**config.mk**
```make
export PLATFORM = sky130hd
export DESIGN_NAME = mem_port_arbiter
export DESIGN_NICKNAME = d
export VERILOG_FILES = /design/src/rtl/xm23_mem_pkg.sv /design/src/rtl/mem_port_arbiter_rd_tag_pipe.sv /design/src/rtl/mem_port_arbiter.sv
export SDC_FILE = /design/constraint.sdc
export NUM_CORES = 1
export LEC_CHECK = 0
export CORE_ASPECT_RATIO = 0.9
export CORE_MARGIN = 5
export CORE_UTILIZATION = 39
export CTS_CLUSTER_DIAMETER = 200
export DETAILED_ROUTE_END_ITERATION = 8
export PLACE_DENSITY = 0.91
export SETUP_SLACK_MARGIN = 0.2
export SLEW_MARGIN = 20
export SYNTH_ARGS = -nofsm -noshare
export SYNTH_HDL_FRONTEND = slang
export SYNTH_SLANG_ARGS = --single-unit
```
**constraint.sdc**
```tcl
create_clock -name clk -period 7.6 [get_ports clk]
set_input_delay 1.9 -clock clk [delete_from_list [all_inputs] [get_ports clk]]
set_output_delay 1.9 -clock clk [all_outputs]
set_load 0.1 [all_outputs]
```
**src/rtl/xm23_mem_pkg.sv**
```systemverilog
// +----------------------------------------------------------------------+
// | xm23_mem_pkg : shared types for the memory port arbiter              |
// | Revision     : 1.0                                                   |
// +----------------------------------------------------------------------+
`default_nettype none

package xm23_mem_pkg;

  typedef enum logic [1:0] {
    ARB_IDLE     = 2'd0,
    ARB_RMW_WAIT = 2'd1,
    ARB_RMW_WR   = 2'd2
  } arb_state_t;

  typedef enum logic [1:0] {
    TAG_NONE = 2'd0,
    TAG_IF   = 2'd1,
    TAG_LS   = 2'd2
  } rd_tag_t;

  localparam logic [1:0] BE_LO   = 2'b01;
  localparam logic [1:0] BE_HI   = 2'b10;
  localparam logic [1:0] BE_WORD = 2'b11;

endpackage

`default_nettype wire

```
**src/rtl/mem_port_arbiter_rd_tag_pipe.sv**
```systemverilog
// +----------------------------------------------------------------------+
// | rd_tag_pipe : delay line carrying read ownership to the return cycle |
// | Revision    : 1.0                                                    |
// +----------------------------------------------------------------------+
`default_nettype none

module rd_tag_pipe
  import xm23_mem_pkg::*;
#(
  parameter int DEPTH = 1
) (
  input  logic    clk,
  input  logic    reset,
  input  rd_tag_t push_tag,
  output rd_tag_t due_tag
);

  rd_tag_t stages [DEPTH];

  always_ff @(posedge clk) begin
    if (reset) begin
      for (int i = 0; i < DEPTH; i++) stages[i] <= TAG_NONE;
    end else begin
      stages[0] <= push_tag;
      for (int i = 1; i < DEPTH; i++) stages[i] <= stages[i-1];
    end
  end

  assign due_tag = stages[DEPTH-1];

endmodule

`default_nettype wire

```
**src/rtl/mem_port_arbiter.sv**
```systemverilog
// +----------------------------------------------------------------------+
// | mem_port_arbiter : IF / LS sharing of one single-port word RAM       |
// | Revision         : 1.0                                               |
// +----------------------------------------------------------------------+
`default_nettype none

module mem_port_arbiter
  import xm23_mem_pkg::*;
#(
  parameter int ADDR_W     = 15,
  parameter int DATA_W     = 16,
  parameter int RD_LAT     = 1,
  parameter int STARVE_MAX = 3
) (
  input  logic              clk,
  input  logic              reset,
  input  logic              if_req,
  input  logic [ADDR_W-1:0] if_addr,
  output logic              if_gnt,
  output logic              if_rvalid,
  output logic [DATA_W-1:0] if_rdata,
  input  logic              ls_req,
  input  logic              ls_we,
  input  logic [1:0]        ls_be,
  input  logic [ADDR_W-1:0] ls_addr,
  input  logic [DATA_W-1:0] ls_wdata,
  output logic              ls_gnt,
  output logic              ls_rvalid,
  output logic [DATA_W-1:0] ls_rdata,
  output logic              rmw_busy,
  output logic [ADDR_W-1:0] mem_addr,
  output logic [DATA_W-1:0] mem_wdata,
  output logic              mem_wren,
  input  logic [DATA_W-1:0] mem_q
);

  localparam int               SC_W       = $clog2(STARVE_MAX + 1);
  localparam logic [SC_W-1:0]  STARVE_LIM = SC_W'(STARVE_MAX);
  localparam logic [1:0]       WAIT_LAST  = 2'(RD_LAT - 1);
  localparam int               HALF       = DATA_W / 2;

  arb_state_t          state, state_next;
  logic                reset_q;
  logic [SC_W-1:0]     starve_cnt;
  logic [1:0]          wait_cnt;
  logic [ADDR_W-1:0]   rmw_addr;
  logic [DATA_W-1:0]   rmw_wdata;
  logic                rmw_lo;
  logic                rmw_start;
  logic                hold_off;
  logic                ls_win;
  logic [DATA_W-1:0]   merged;
  rd_tag_t             push_tag, due_tag;

  // Grants are held off during reset and for one cycle after it.
  assign hold_off = reset | reset_q;
  assign ls_win   = ls_req & ~(if_req & (starve_cnt == STARVE_LIM));
  assign merged   = rmw_lo ? {mem_q[DATA_W-1:HALF], rmw_wdata[HALF-1:0]}
                           : {rmw_wdata[DATA_W-1:HALF], mem_q[HALF-1:0]};

  always_ff @(posedge clk) begin
    reset_q <= reset;
    if (reset) begin
      state      <= ARB_IDLE;
      starve_cnt <= '0;
      wait_cnt   <= '0;
    end else begin
      state <= state_next;
      if (!if_req || if_gnt)
        starve_cnt <= '0;
      else if (starve_cnt != STARVE_LIM)
        starve_cnt <= starve_cnt + 1'b1;
      if (rmw_start)
        wait_cnt <= '0;
      else if (state == ARB_RMW_WAIT)
        wait_cnt <= wait_cnt + 2'd1;
    end
  end

  always_ff @(posedge clk) begin
    if (rmw_start) begin
      rmw_addr  <= ls_addr;
      rmw_wdata <= ls_wdata;
      rmw_lo    <= (ls_be == BE_LO);
    end
  end

  always_comb begin
    state_next = state;
    if_gnt     = 1'b0;
    ls_gnt     = 1'b0;
    rmw_busy   = 1'b0;
    rmw_start  = 1'b0;
    mem_addr   = if_addr;
    mem_wdata  = ls_wdata;
    mem_wren   = 1'b0;
    push_tag   = TAG_NONE;
    case (state)
      ARB_IDLE: begin
        if (!hold_off) begin
          if (ls_win) begin
            ls_gnt   = 1'b1;
            mem_addr = ls_addr;
            if (!ls_we) begin
              push_tag = TAG_LS;
            end else begin
              case (ls_be)
                BE_WORD: mem_wren = 1'b1;
                BE_LO, BE_HI: begin
                  rmw_start  = 1'b1;
                  state_next = ARB_RMW_WAIT;
                end
                default: ;
              endcase
            end
          end else if (if_req) begin
            if_gnt   = 1'b1;
            push_tag = TAG_IF;
          end
        end
      end
      // Keep the RMW address on the bus so q still reflects it in RMW_WR.
      ARB_RMW_WAIT: begin
        rmw_busy = ~reset;
        mem_addr = rmw_addr;
        if (wait_cnt == WAIT_LAST) state_next = ARB_RMW_WR;
      end
      ARB_RMW_WR: begin
        rmw_busy   = ~reset;
        mem_addr   = rmw_addr;
        mem_wdata  = merged;
        mem_wren   = ~reset;
        state_next = ARB_IDLE;
      end
      default: state_next = ARB_IDLE;
    endcase
  end

  rd_tag_pipe #(
    .DEPTH (RD_LAT)
  ) u_rd_tag_pipe (
    .clk      (clk),
    .reset    (reset),
    .push_tag (push_tag),
    .due_tag  (due_tag)
  );

  assign if_rvalid = ~reset & (due_tag == TAG_IF);
  assign ls_rvalid = ~reset & (due_tag == TAG_LS);
  assign if_rdata  = mem_q;
  assign ls_rdata  = mem_q;

endmodule

`default_nettype wire

```
==> results of run 1 <==
critical path: stages:
cell	delay, ns
clkdlybuf4s50_1	0.66
nand2b_1	0.31
nor3_1	0.25
a32o_1	0.19
clkdlybuf4s50_1	1.13
where the power goes:
part | switching [µW] | internal, µW | total, µW
sequential | 3.45 | 247 | 250
clock | 71.8 | 63.7 | 136
combinational | 402 | 127 | 529
placed cells by master (no fill, tap or decap), drive strengths merged, types with 4 or more instances in the layout:
cell type / netlist / final
buf: 37 / 18
o211ai: 15 / 15
clkdlybuf4s50: 0 / 122
a22oi: 15 / 15
nor2: 18 / 18
nand2b: 5 / 5
nor3: 4 / 4
dfxtp: 9 / 9
edfxtp: 32 / 32
nand4: 15 / 15
nor2b: 4 / 4
a21oi: 18 / 18
nor3b: 4 / 4
ha: 8 / 8
nand2: 17 / 17
clkbuf: 13 / 6
mux2i: 18 / 18
inv: 8 / 8
sequential cells by signal, summed over array words and instances, names as in the netlist:
| register | flops |
|---|---|
| wait_cnt | 2 |
| starve_cnt | 2 |
| rmw_lo | 1 |
| state | 2 |
| u_rd_tag_pipe.stages | 2 |
| rmw_wdata | 16 |
| reset_q | 1 |
| rmw_addr | 15 |
cells by family after synthesis:
logic type      count (synthesis)  synth area share (%)
fa+ha+maj                       8                  3.92
buf+inv                        58                  13.7
mux                            18                  7.06
compound gates                 53                  14.3
simple gates                   74                  15.6
flops                          41                  44.7
xor+xnor                        2                 0.687
through the flow:
step	worst slack (ns)	power, µW
4_1_cts	1.22	924
3_5_place_dp	1.22	786
2_1_floorplan	0.362	664
3_3_place_gp	1.27	778
6_report	1.24	914
5_1_grt	1.11	948
routing by layer:
| layer | part of all wire, % | wire, µm | GRT usage, % | vias to the layer above |
|---|---|---|---|---|
| met3 | 11 | 727 | 4.43 | 8 |
| met5 | 0 | 0 | 0 | - |
| met2 | 52 | 3570 | 30.8 | 118 |
| met1 | 37 | 2560 | 18.4 | 1061 |
| met4 | 0.80 | 55 | 4.59 | 0 |
| li1 | - | - | - | 1104 |
final cells by class:
| class | count | area [µm²] |
|---|---|---|
| clock buffer | 6 | 72.6 |
| clock inverter | 2 | 10.0 |
| fill | 550 | 2690 |
| inverter | 8 | 30.0 |
| multi-input combinational | 155 | 1070 |
| sequential | 41 | 1140 |
| tap | 90 | 113 |
| timing repair buffer | 140 | 1360 |
worst max path at each step:
stage | start | slack (ns) | depth (start not counted) | end
6_report | reset | 1.24 | 5 | mem_wren
5_1_grt | reset | 1.11 | 5 | mem_wren
4_1_cts | reset | 1.22 | 5 | mem_wren
3_5_place_dp | reset | 1.22 | 5 | mem_wren
3_3_place_gp | reset | 1.27 | 5 | mem_wren
2_1_floorplan | if_req | 0.36 | 4 | mem_wren
cell usage after synthesis, drive strengths merged:
cell type and number:
nor4b 1, nor3b 4, nor2b 4, and2 1
ha 8, nand2b 5, clkbuf 13, a21oi 18
o21ai 1, nor4 3, nor3 4, nand2 17
nand4 15, xor2 1, a221oi 1, a22oi 15
inv 8, nand3b 1, a32o 1, or4 1
o221a 1, dfxtp 9, mux2i 18, o211ai 15
edfxtp 32, o21bai 1, nor2 18, xnor2 1
buf 37
==> reports/results.txt, run 1 <==
starting density of the core: 39.4%
GRT Total Usage: 16.6%
VDD IR max: 0.000154 V
first-pass GRT wire length: 11000 µm
dpl cells: 434
cts repair resizes: 0
final non-filler cell total: 442
minimum clock period: 6.36 ns
Distinct cells, synth: 32
Layout area overhead: 48.8%
grt total ovfl: 0
CTS clock-pin slew for the worst setup and hold paths: 0.08 ns
PD cells: 241 nW/µm²
Rows: 28
first-pass iteration count of the detailed router: 4
Synth Warn #: 0
share of cells above drive strength 1: 9.94%
die height: 86.7 µm
top post-synthesis cells by area: edfxtp_1 38%, buf_4 9.4%, dfxtp_1 7.1%
Leak: 0.00139 µW
max_cap viols: 0
DR vias: 2291
H-tree levels: 2
area post-placement: 3710 µm²
worst r2r dst: rmw_wdata[7]
Reg-to-Reg Start: state[0]
FF+latch count, synth: 41
Post-Syn Area: 2550 µm²
post-layout util: 58.6%
hold depth: 2
drt wl/cell: 15.6 µm
CP arrival: 4.46 ns
clock root buffer: clkbuf_8
Final Net Count: 428
R2R cell count: 5
hold path endpoint: starve_cnt[0]
unrepaired setup endpoints after global routing: no
Rel. slew slack: 31.4%
Worst Hold Launch: starve_cnt[0]
Synth area leader: edfxtp_1
CP Capture Type: output pin
Syn Area/Cell: 10.0 µm²
final setup vio count: 0
Chip Width: 95.3 µm
kind of critical path: primary input to output pin
Final TNS setup: 0 ns
ant diodes: 0
Crit Path Max Fanout: 15
status: complete, no violations
CTS Hold Buffers Added: 0
Seq/Total Area, Yosys: 44.7%
Num CTS Buffers: 5
Initial DRC Count: 81
crit start category: primary input
Mapped Nets: 331
Top-Level Pins: 138
post-route ant nets: 0
initial antenna violation count: 0
Hold Vio Cnt, Final: 0
Placer Congestion: 0.729
DR vias/cell: 5.18
hold_ws: 0.537 ns
Fmax achieved: 0.157 GHz
Tcrit/Tclk final: 83.6%
Clock Skew: 0.0102 ns
CTS tree: yes
pins over their slew limit: 0
Final HPWL DP: 5370 µm
Worst Hold Class: register to register
largest net degree at the start of global routing: 34
Syn Inst Count: 254
core area: 6480 µm²
die area: 8260 µm²
share of the synthesized area in the top cell type: 37.7%
Longest Clk Path Bufs: 2
vias in the first global route: 2283
CTS Sinks: 41
drt drc: 0
I/O Buffers: 137
r2r setup slk: 5.30 ns
post-CTS setup buffer count: 0
Total Wirelength: 6910 µm
fin area: 3800 µm²
Worst-Margin Slew: 1.02 ns
Critical Path RT: 5.70 ns
Skew-Pair Late Insertion Delay: 0.28 ns
(Power assumes the default switching activity.)
==> run 2: changes to the inputs <==
==> constraint.sdc (replaced) <==
create_clock -name clk -period 5.85 [get_ports clk]
set_input_delay 1.4625 -clock clk [delete_from_list [all_inputs] [get_ports clk]]
set_output_delay 1.4625 -clock clk [all_outputs]
set_load 0.1 [all_outputs]
==> reports/results.txt, run 2 (same netlist as run 1, synthesis figures left out) <==
Final Net Count: 428 (unchanged)
Largest register FFs: 16 (unchanged)
slowest CP cell: nor3_2
Place WS: 0.748 ns (-0.471 ns)
Longest Clk Path Bufs: 2 (unchanged)
ant diodes: 0 (unchanged)
CP Capture Type: output pin
Placer Congestion: 0.760 (+4.3%)
Final TNS setup: 0 ns (unchanged)
fin worst setup slack: 0.747 ns (-0.497 ns)
Rows: 28 (unchanged)
core area: 6480 µm² (unchanged)
GRT Total Usage: 16.9% (+0.27 points)
clock root buffer: clkbuf_8
starting density of the core: 39.4% (unchanged)
Tcrit/Tclk final: 87.2%
CTS Sinks: 41 (unchanged)
initial antenna violation count: 0 (unchanged)
PD cells: 320 nW/µm² (+33%)
worst path bufs/invs: 2 (unchanged)
pins over their slew limit: 0 (unchanged)
commonest non-fill, non-tap cell in the layout: clkdlybuf4s50_1
FILL cells: 536 (-2.5%)
Top-Level Pins: 138 (unchanged)
Total Wirelength: 7190 µm (+3.9%)
share of cells above drive strength 1: 17.3% (+7.4 points)
Chip Width: 95.3 µm (unchanged)
Routed met2 length: 3600 µm (+0.95%)
Critical Path RT: 4.39 ns (-1.31 ns)
H-tree levels: 2 (unchanged)
first-pass iteration count of the detailed router: 5 (+1)
Fmax achieved: 0.196 GHz
Clock Skew: 0.00797 ns (-0.00227 ns)
grt total ovfl: 0 (unchanged)
most frequent cells in the layout: 96 x clkdlybuf4s50_1, 32 x edfxtp_1, 29 x buf_4
post-CTS setup buffer count: 0 (unchanged)
most flop-heavy register: rmw_wdata
status: complete, no violations
post-route ant nets: 0 (unchanged)
die height: 86.7 µm (unchanged)
routed wl met3: 747 µm (+2.8%)
drt wl/cell: 16.3 µm (+3.9%)
DR vias: 2297 (+0.26%)
drt drc: 0 (unchanged)
Rel. slew slack: 31.5% (+0.20 points)
largest net degree at the start of global routing: 34 (unchanged)
Initial DRC Count: 100 (+23%)
I/O Buffers: 137 (unchanged)
crit-path cells: clkdlybuf4s50_1 -> nor3_2 -> o211ai_1 -> buf_12
DR vias/cell: 5.20 (+0.26%)
Worst Hold Class: register to register
Leak: 0.00148 µW (+7.0%)
Worst-Margin Slew: 1.02 ns (-0.00292 ns)
Skew-Pair Late Insertion Delay: 0.28 ns (about the same)
max_cap viols: 0 (unchanged)
CP max stage delay: 0.94 ns (-0.19 ns)
DR top layer: met4
first-pass GRT wire length: 11000 µm (+0.31%)
die area: 8260 µm² (unchanged)
kind of critical path: primary input to output pin
total power: 1260 µW (+37%)
crit start category: primary input
unrepaired setup endpoints after global routing: no
VDD IR max: 0.000194 V (+26%)
Crit Path Max Fanout: 15 (unchanged)
CP arrival: 3.64 ns (-0.82 ns)
final non-filler cell total: 442 (unchanged)
CTS Hold Buffers Added: 0 (unchanged)
CTS clock-pin slew for the worst setup and hold paths: 0.08 ns (about the same)
cts repair resizes: 0 (unchanged)
final setup vio count: 0 (unchanged)
Layout area overhead: 54.1%
top flop regs: rmw_wdata: 16 flops, rmw_addr: 15 flops
Num CTS Buffers: 5 (unchanged)
CP top delay family: simple AND/OR/NAND/NOR gates
minimum clock period: 5.10 ns
dpl cells: 434 (unchanged)
CTS tree: yes
Final HPWL DP: 5670 µm (+5.7%)
WL met1: 2760 µm (+7.8%)
vias in the first global route: 2332 (+2.1%)
Hold Vio Cnt, Final: 0 (unchanged)
-- run 2: worst min-delay path, cell delays in order (launching register included) --
cell,delay (ns)
dfxtp_1,0.34
mux2i_1,0.07
nor2_1,0.07
-- run 2: path summary, 6_finish.rpt --
kind / startpoint / endpoint / slack, ns / cells after the start
worst max-delay path: reset / mem_addr[4] / 0.75 / 4
worst max register to register: state[0] / rmw_wdata[5] / 3.48 / 5
worst min register to register: starve_cnt[1] / starve_cnt[1] / 0.51 / 2
worst min-delay path: starve_cnt[1] / starve_cnt[1] / 0.51 / 2
-- run 2: stage by stage --
step,utilization (%),cell area [µm²],hold slack (ns)
2_1_floorplan,-,2560,0.468
6_report,60.7,3930,0.512
3_3_place_gp,59.2,3830,0.483
3_5_place_dp,59.2,3830,0.499
4_1_cts,60.5,3920,0.516
5_1_grt,60.7,3930,0.555
-- run 2: cell type report --
cell class / instances / area [µm²] / share of cell area, %
Clock buffer: 8 / 90.1 / 2.29
Timing Repair Buffer: 140 / 1480 / 37.6
Inverter: 8 / 30.0 / 0.764
Sequential cell: 41 / 1140 / 29.0
Tap cell: 90 / 113 / 2.86
Multi-Input combinational cell: 155 / 1080 / 27.4
-- run 2: power breakdown --
part           switching [µW]  internal (µW)  total [µW]
sequential               4.48            320         325
clock                    90.5           96.2         187
combinational             536            209         745
-- run 2: routing by layer --
| layer | GRT usage, % | vias to the layer above |
|---|---|---|
| met5 | 0 | - |
| met4 | 3.93 | 0 |
| met3 | 5.82 | 9 |
| met2 | 30.1 | 109 |
| met1 | 19.3 | 1070 |
| li1 | - | 1109 |
